$ cat config.mk
export PLATFORM = sky130hd
export DESIGN_NAME = gemm_result_writer
export DESIGN_NICKNAME = d
export VERILOG_FILES = /design/src/rtl/gemm_result_writer.sv
export SDC_FILE = /design/constraint.sdc
export NUM_CORES = 1
export LEC_CHECK = 0
export ABC_CLOCK_PERIOD_IN_PS = 6100
export BUFFER_PORTS_ARGS = -buffer_cell sky130_fd_sc_hd__buf_2
export CAP_MARGIN = 30
export CORE_ASPECT_RATIO = 0.6
export CORE_MARGIN = 2
export CORE_UTILIZATION = 40
export DETAILED_ROUTE_END_ITERATION = 12
export SETUP_SLACK_MARGIN = 0.05
export SLEW_MARGIN = 20
export SYNTH_ARGS = -nofsm -noshare
export SYNTH_HDL_FRONTEND = slang
export SYNTH_SLANG_ARGS = --single-unit
export TNS_END_PERCENT = 10
$ cat constraint.sdc
create_clock -name clk_i -period 6.1 [get_ports clk_i]
set_input_delay 0.61 -clock clk_i [delete_from_list [all_inputs] [get_ports clk_i]]
set_output_delay 0.61 -clock clk_i [all_outputs]
set_load 0.02 [all_outputs]
$ cat src/rtl/gemm_result_writer.sv
// GeMM result writer: buffers C-element beats and writes them row-major to SRAM.
// Optional stall counter enabled by defining GEMM_WRITER_PERF_EN.
module gemm_result_writer #(
  parameter int AddrWidth = 16,
  parameter int DataWidth = 32,
  parameter int FifoDepth = 4
) (
  input  logic                 clk_i,
  input  logic                 rst_ni,
  input  logic                 start_i,
  input  logic [AddrWidth-1:0] M_size_i,
  input  logic [AddrWidth-1:0] N_size_i,
  input  logic [AddrWidth-1:0] C_base_i,
  input  logic                 result_valid_i,
  input  logic [DataWidth-1:0] result_data_i,
  output logic                 result_ready_o,
  output logic                 mem_req_o,
  input  logic                 mem_gnt_i,
  output logic [AddrWidth-1:0] mem_addr_o,
  output logic [DataWidth-1:0] mem_wdata_o,
  output logic                 busy_o,
  output logic                 done_o,
`ifdef GEMM_WRITER_PERF_EN
  output logic [31:0]          stall_cycles_o,
`endif
  output logic                 overflow_o
);

  localparam int PtrW = $clog2(FifoDepth);
  localparam int CntW = PtrW + 1;

  typedef enum logic [1:0] {
    IDLE,
    RUN,
    DONE
  } state_e;

  state_e state_q, state_d;

  logic [AddrWidth-1:0] m_q, n_q, base_q;
  logic [AddrWidth-1:0] row_q, col_q, row_base_q;
  logic [DataWidth-1:0] fifo_q [FifoDepth];
  logic [PtrW-1:0]      wptr_q, rptr_q;
  logic [CntW-1:0]      cnt_q;
  logic                 ovf_q;

  logic run, full, empty, start_ok, zero_size;
  logic push, pop, col_last, last, flush;

  assign run       = (state_q == RUN);
  assign full      = (cnt_q == CntW'(FifoDepth));
  assign empty     = (cnt_q == '0);
  assign start_ok  = (state_q == IDLE) && start_i;
  assign zero_size = (M_size_i == '0) || (N_size_i == '0);
  assign push      = run && result_valid_i && !full;
  assign pop       = mem_req_o && mem_gnt_i;
  assign col_last  = (col_q == n_q - AddrWidth'(1));
  assign last      = pop && col_last && (row_q + AddrWidth'(1) == m_q);
  // Final grant discards any surplus beats still buffered.
  assign flush     = start_ok || last;

  always_comb begin
    state_d = state_q;
    unique case (state_q)
      IDLE: if (start_i) state_d = zero_size ? DONE : RUN;
      RUN:  if (last) state_d = DONE;
      DONE: state_d = IDLE;
      default: state_d = IDLE;
    endcase
  end

  always_ff @(posedge clk_i or negedge rst_ni) begin
    if (!rst_ni) begin
      state_q <= IDLE;
    end else begin
      state_q <= state_d;
    end
  end

  always_ff @(posedge clk_i or negedge rst_ni) begin
    if (!rst_ni) begin
      wptr_q <= '0;
      rptr_q <= '0;
      cnt_q  <= '0;
      for (int i = 0; i < FifoDepth; i++) fifo_q[i] <= '0;
    end else if (flush) begin
      wptr_q <= '0;
      rptr_q <= '0;
      cnt_q  <= '0;
    end else begin
      if (push) begin
        fifo_q[wptr_q] <= result_data_i;
        wptr_q <= wptr_q + PtrW'(1);
      end
      if (pop) rptr_q <= rptr_q + PtrW'(1);
      if (push && !pop) cnt_q <= cnt_q + CntW'(1);
      else if (!push && pop) cnt_q <= cnt_q - CntW'(1);
    end
  end

  always_ff @(posedge clk_i or negedge rst_ni) begin
    if (!rst_ni) begin
      m_q        <= '0;
      n_q        <= '0;
      base_q     <= '0;
      row_q      <= '0;
      col_q      <= '0;
      row_base_q <= '0;
      ovf_q      <= 1'b0;
    end else if (start_ok) begin
      m_q        <= M_size_i;
      n_q        <= N_size_i;
      base_q     <= C_base_i;
      row_q      <= '0;
      col_q      <= '0;
      row_base_q <= '0;
      ovf_q      <= 1'b0;
    end else begin
      if (run && result_valid_i && full) ovf_q <= 1'b1;
      if (pop) begin
        if (col_last) begin
          col_q      <= '0;
          row_q      <= row_q + AddrWidth'(1);
          row_base_q <= row_base_q + n_q;
        end else begin
          col_q <= col_q + AddrWidth'(1);
        end
      end
    end
  end

`ifdef GEMM_WRITER_PERF_EN
  logic [31:0] stall_q;

  always_ff @(posedge clk_i or negedge rst_ni) begin
    if (!rst_ni) begin
      stall_q <= '0;
    end else if (start_ok) begin
      stall_q <= '0;
    end else if (mem_req_o && !mem_gnt_i && (stall_q != '1)) begin
      stall_q <= stall_q + 32'd1;
    end
  end

  assign stall_cycles_o = stall_q;
`endif

  assign result_ready_o = run && !full;
  assign mem_req_o      = run && !empty && (row_q != m_q);
  assign mem_addr_o     = base_q + row_base_q + col_q;
  assign mem_wdata_o    = empty ? '0 : fifo_q[rptr_q];
  assign busy_o         = run;
  assign done_o         = (state_q == DONE);
  assign overflow_o     = ovf_q;

endmodule

=== Word-level counts from Yosys, hierarchy flattened ===
Index checks and enable logic that the tools add are counted.

* Bits of input ports: 85
* Flip-flop bits (word level): 234

* Eq/ne operators: 8
* Reductions and logical operators: 32
* Add/subtract/negate cells: 10
* $lt $le $gt $ge: 3
* Muxes and demuxes: 29
* Bitwise logic cells: 3

{| class="wikitable"
|+ Operator list
! operator !! number
|-
| 16-bit two-way mux || 9
|-
| 128-bit bitwise mux || 1
|-
| 32-bit two-way mux || 4
|-
| 32-bit binary-select mux with 2-bit select || 1
|-
| 32-bit demux with 2-bit select || 1
|-
| 16-bit adder || 3
|-
| 16-bit by 1-bit adder with 16-bit output (second input constant) || 2
|-
| 16-bit == test || 2
|-
| 16-bit zero test || 2
|-
| 16-bit inequality test || 1
|-
| 16-bit by 1-bit subtractor with 16-bit output (second input constant) || 1
|-
| 2-bit two-way mux || 7
|-
| 1-bit logical AND || 13
|-
| 2-bit nonzero test || 5
|-
| 3-bit two-way mux || 3
|-
| 3-bit >= comparator (second input constant) || 2
|-
| 2-bit NOT with 3-bit output || 2
|-
| 2-bit AND reduction || 3
|-
| 2-bit by 1-bit adder with 2-bit output (second input constant) || 2
|-
| 1-bit zero test || 4
|-
| 2-bit case mux with 2 select lines || 1
|-
| 3-bit by 1-bit adder with 3-bit output (second input constant) || 1
|-
| 3-bit == test (second input constant) || 1
|-
| 3-bit zero test || 1
|-
| other kinds (11) || 13
|}

=== Depth between registers and ports, before layout ===
* Word-level depth: 10
* Mapped depth: 14

=== Worst setup path before layout ===
Ideal clock, no wire load.

* Path kind: register to output
* From: register col_q[1]
* To: output port mem_addr_o[15]
* Arrival time: 3.015 ns
* Buffers on the path: 0
* Data required time: 5.490 ns
* Stages on the path, launching flop included: 13
* Setup slack: 2.475 ns
* Cells stage by stage: dfrtp_1 > fa_1 > ha_1 > inv_1 > fa_1 > nor2b_1 > o21a_1 > o21ai_0 > a21oi_1 > o2111ai_1 > a31oi_1 > nor4_1 > nor3_1

* Cells in the longest elaborated chain, start to end: 1

{| class="wikitable"
|+ RTL lines
! item !! RTL line !! RTL
|-
| start: declaration || 41 || <nowiki>logic [AddrWidth-1:0] row_q, col_q, row_base_q;</nowiki>
|-
| start signal: assignment || 126 || <nowiki>col_q <= col_q + AddrWidth'(1);</nowiki>
|-
| 16-bit adder || 150 || <nowiki>assign mem_addr_o = base_q + row_base_q + col_q;</nowiki>
|-
| end: declaration || 19 || <nowiki>output logic [AddrWidth-1:0] mem_addr_o,</nowiki>
|}

No other way between the ends.

=== Final worst setup path ===
* From: register col_q[0]
* To: output port mem_addr_o[15]

Same word-level chain as after synthesis.

==> results.toml <==
[setup_path]
timing.rr.start = "n_q[1]"
required_ns = 5.49
worstSetupStartpointType = "register"
crit_type = "reg -> out"
ff2ff_path_depth = 11
cp_max_fo = 6
critPathArrivalTime_ns = 4.21
critPathLaunch = "col_q[0]"
cp-end-kind = "output pin"

[logic_synthesis]
avgSynthCellArea_um2 = 11.51
synthDistinctLibCells = 73
yosysSeqAreaShare = 0.4220
synthCells = 1206
synth_edf_count = 0
synth_seq_cells = 234
synth_ff_type = "dfrtp_1"
synth_area_um2 = 13880
async_flop_share = 1.000
synth_nets = 1345
yosysWarnings = 0

[die]
die_y_um = 148.3
start_util = 0.4086
num_rows = 52
ios = 138
die_w_um = 244.5
die_area_um2 = 36250
core_um2 = 33960

[clock_tree]
cts_buffers = 26
clk_latency_ns = 0.55
htree_num_levels = 1
cts_hold_buf = 0
cts_resized = 0
cts_tree = "yes"
clk_pin_slew_ns = 0.06
cts_root_buffer = "clkbuf_16"
post_cts_buffers = 0
clockBufferDepth = 3
numClockSinks = 234

[final_layout]
drive_gt1_frac = 0.2822
stdcell_area_um2 = 15800
seq_area_um2 = 5857
multi_input_area_um2 = 7476
area_growth_pct = 13.85
nNetsFinal = 1463
fill_cells = 3134
final_util = 0.4652

[grt]
use_met2 = 0.2713
grt_use_met1 = 0.3043
track_usage = 0.1943
grtUsageMet3 = 0.03843
grt_pass1_vias = 9595
grt_pass1_wl_um = 55610
grt_overflow = 0
grt_max_degree = 123
antenna_found_initial = 5
grt.busiest_layer = "met1"

[placement]
place_hpwl_um = 24380
port_buffers = 137
gp_congestion = 0.9032
placedInstanceArea_um2 = 14870

[timing]
fin_skew_ns = 0.01267
fin_tns_setup_ns = 0
maxSlewHeadroom = 0.3535
slew_viol_final = 0
clock.fmax_mhz = 207.5
fin_crit_ns = 4.819
rsz0062_at_grt = "no"
setup_violations = 0
period_share = 0.7901
tightest_slew_ns = 0.9698
hold_viol = 0

[pwr]
p_leak_nw = 7.591
fin_total_pwr_w = 0.007664
ir_drop_v = 0.0002519
power.density_nw_per_um2 = 485.1

[outcome]
status = "finished, final reports clean"

[route]
vias = 9566
first_iter_violations = 594
wire_per_inst_um = 19.17
avgViaCountPerCell = 5.297
totalWireLength_um = 34620
drc = 0
ant_nets = 0
firstDrtPassIters = 5

[min_path]
hp-class = "in -> async"

[job]
max-cap-violations = 0
==> state kept, by name, summed over array words and instances, names as in the netlist <==
signal and flops:
base_q 16, cnt_q 3, col_q 16, fifo_q 128, m_q 16, n_q 16, overflow_o 1, row_base_q 16
row_q 16, rptr_q 2, state_q 2, wptr_q 2
==> cell families (layout without fill, tap and decap cells) <==
| family | after synthesis | in the layout | share of synthesized area |
|---|---|---|---|
| multiplexers | 168 | 168 | 0.1940 |
| XOR/XNOR | 91 | 91 | 0.05743 |
| adder cells (fa/ha/maj) | 54 | 54 | 0.05843 |
| buffers and inverters | 93 | 230 | 0.04003 |
| other | 0 | 4 | 0 |
| flip-flops | 234 | 234 | 0.4220 |
| AND/OR/NAND/NOR | 428 | 428 | 0.1600 |
| AO/OA/AOI/OAI | 138 | 138 | 0.06816 |
==> stage by stage <==
| stage | setup WS, ns | hold slack [ns] | instances |
|---|---|---|---|
| after floorplan | 2.475 | 0.3144 | 1206 |
| after global routing | 0.9681 | 0.2307 | 1806 |
| after detailed placement | 1.886 | 0.4891 | 1755 |
| after CTS | 1.281 | 0.1969 | 1802 |
| after global placement | 1.904 | 0.4868 | 1751 |
| final | 1.281 | 0.1549 | 1806 |
==> area by class of cell <==
class                           instances  area share
Tap cell                              459     0.03635
Inverter                               33    0.007840
Antenna cell                            4   0.0006336
Multi-Input combinational cell        879      0.4732
Clock buffer                           39     0.05005
Clock inverter                          8    0.007840
Timing Repair Buffer                  150     0.05338
Sequential cell                       234      0.3707
==> cells in the final DEF (no fill, tap or decap), types with 4 or more instances in the layout <==
master	instances
nand2_1	176
nand4_1	10
diode_2	4
mux2_4	120
clkbuf_16	27
o21ai_0	33
and3_1	10
and2_1	40
or4_1	5
fa_1	18
and4_1	5
nand4_4	5
mux4_2	32
buf_12	4
or3_1	7
mux2_2	8
a211oi_1	6
mux2i_1	8
buf_4	9
o21a_1	10
clkbuf_1	5
nor4_1	20
a21oi_1	23
xnor2_1	63
nor3b_1	9
a21o_1	10
nor2_1	57
nand3_1	22
nor3_1	20
nor2b_1	12
a31oi_1	12
o211ai_1	6
clkbuf_8	7
xor2_1	28
dfrtp_1	233
ha_1	36
buf_2	136
nand2b_1	4
inv_1	33
==> layer usage <==
metal  vias up  wire (um)
li1       4514          -
met1      4799      17760
met2       201      14200
met3        50       1756
met4         2        895
met5         -          7
==> cell usage after synthesis (6+ instances only) <==
| master | number | share of area |
|---|---|---|
| dfrtp_1 | 234 | 0.42 |
| nand2_1 | 177 | 0.048 |
| mux2_4 | 120 | 0.13 |
| xnor2_1 | 63 | 0.040 |
| nor2_1 | 57 | 0.015 |
| and2_1 | 41 | 0.018 |
| ha_1 | 36 | 0.032 |
| clkbuf_1 | 35 | 0.0095 |
| inv_1 | 33 | 0.0089 |
| o21ai_0 | 33 | 0.012 |
| mux4_2 | 32 | 0.052 |
| xor2_1 | 28 | 0.018 |
| a21oi_1 | 23 | 0.0083 |
| nand3_1 | 22 | 0.0079 |
| nor3_1 | 20 | 0.0072 |
| nor4_1 | 20 | 0.0090 |
| fa_1 | 18 | 0.026 |
| a31oi_1 | 12 | 0.0054 |
| buf_12 | 12 | 0.017 |
| nor2b_1 | 12 | 0.0054 |
| a21o_1 | 10 | 0.0054 |
| and3_1 | 10 | 0.0045 |
| nand4_1 | 10 | 0.0045 |
| o21a_1 | 10 | 0.0054 |
| buf_2 | 9 | 0.0032 |
| nor3b_1 | 9 | 0.0049 |
| mux2_2 | 8 | 0.0065 |
| mux2i_1 | 8 | 0.0058 |
| or3_1 | 7 | 0.0032 |
| a211oi_1 | 6 | 0.0032 |
| o211ai_1 | 6 | 0.0032 |
==> worst max-delay path, stage by stage, from the launching register on <==
cell and delay (ns):
dfrtp_1 0.44, inv_1 0.09, fa_1 0.38, inv_1 0.06, ha_1 0.18, inv_1 0.07, fa_1 0.45, nor2b_1 0.14
o21a_1 0.14, o21ai_0 0.14, a21oi_1 0.43, o2111ai_1 0.25, a31oi_1 0.31, nor4_1 0.08, nor3_1 0.28, buf_2 0.23
==> where the power goes <==
| part | switching [W] | internal (W) |
|---|---|---|
| combinational | 0.00157 | 0.00176 |
| sequential | 0.000495 | 0.00214 |
| clock | 0.000665 | 0.00102 |
| total | 0.00274 | 0.00493 |
==> path summary, 6_finish.rpt <==
check / endpoint / slack (ns)
min in group clk_i: base_q[8] / 0.26
max in group asynchronous: rptr_q[0] / 4.70
worst max register to register: fifo_q[95] / 2.01
worst min-delay path: base_q[2] / 0.15
worst max-delay path: mem_addr_o[15] / 1.28
worst min register to register: base_q[15] / 0.50
No activity file was read; power rests on OpenSTA's default activity.
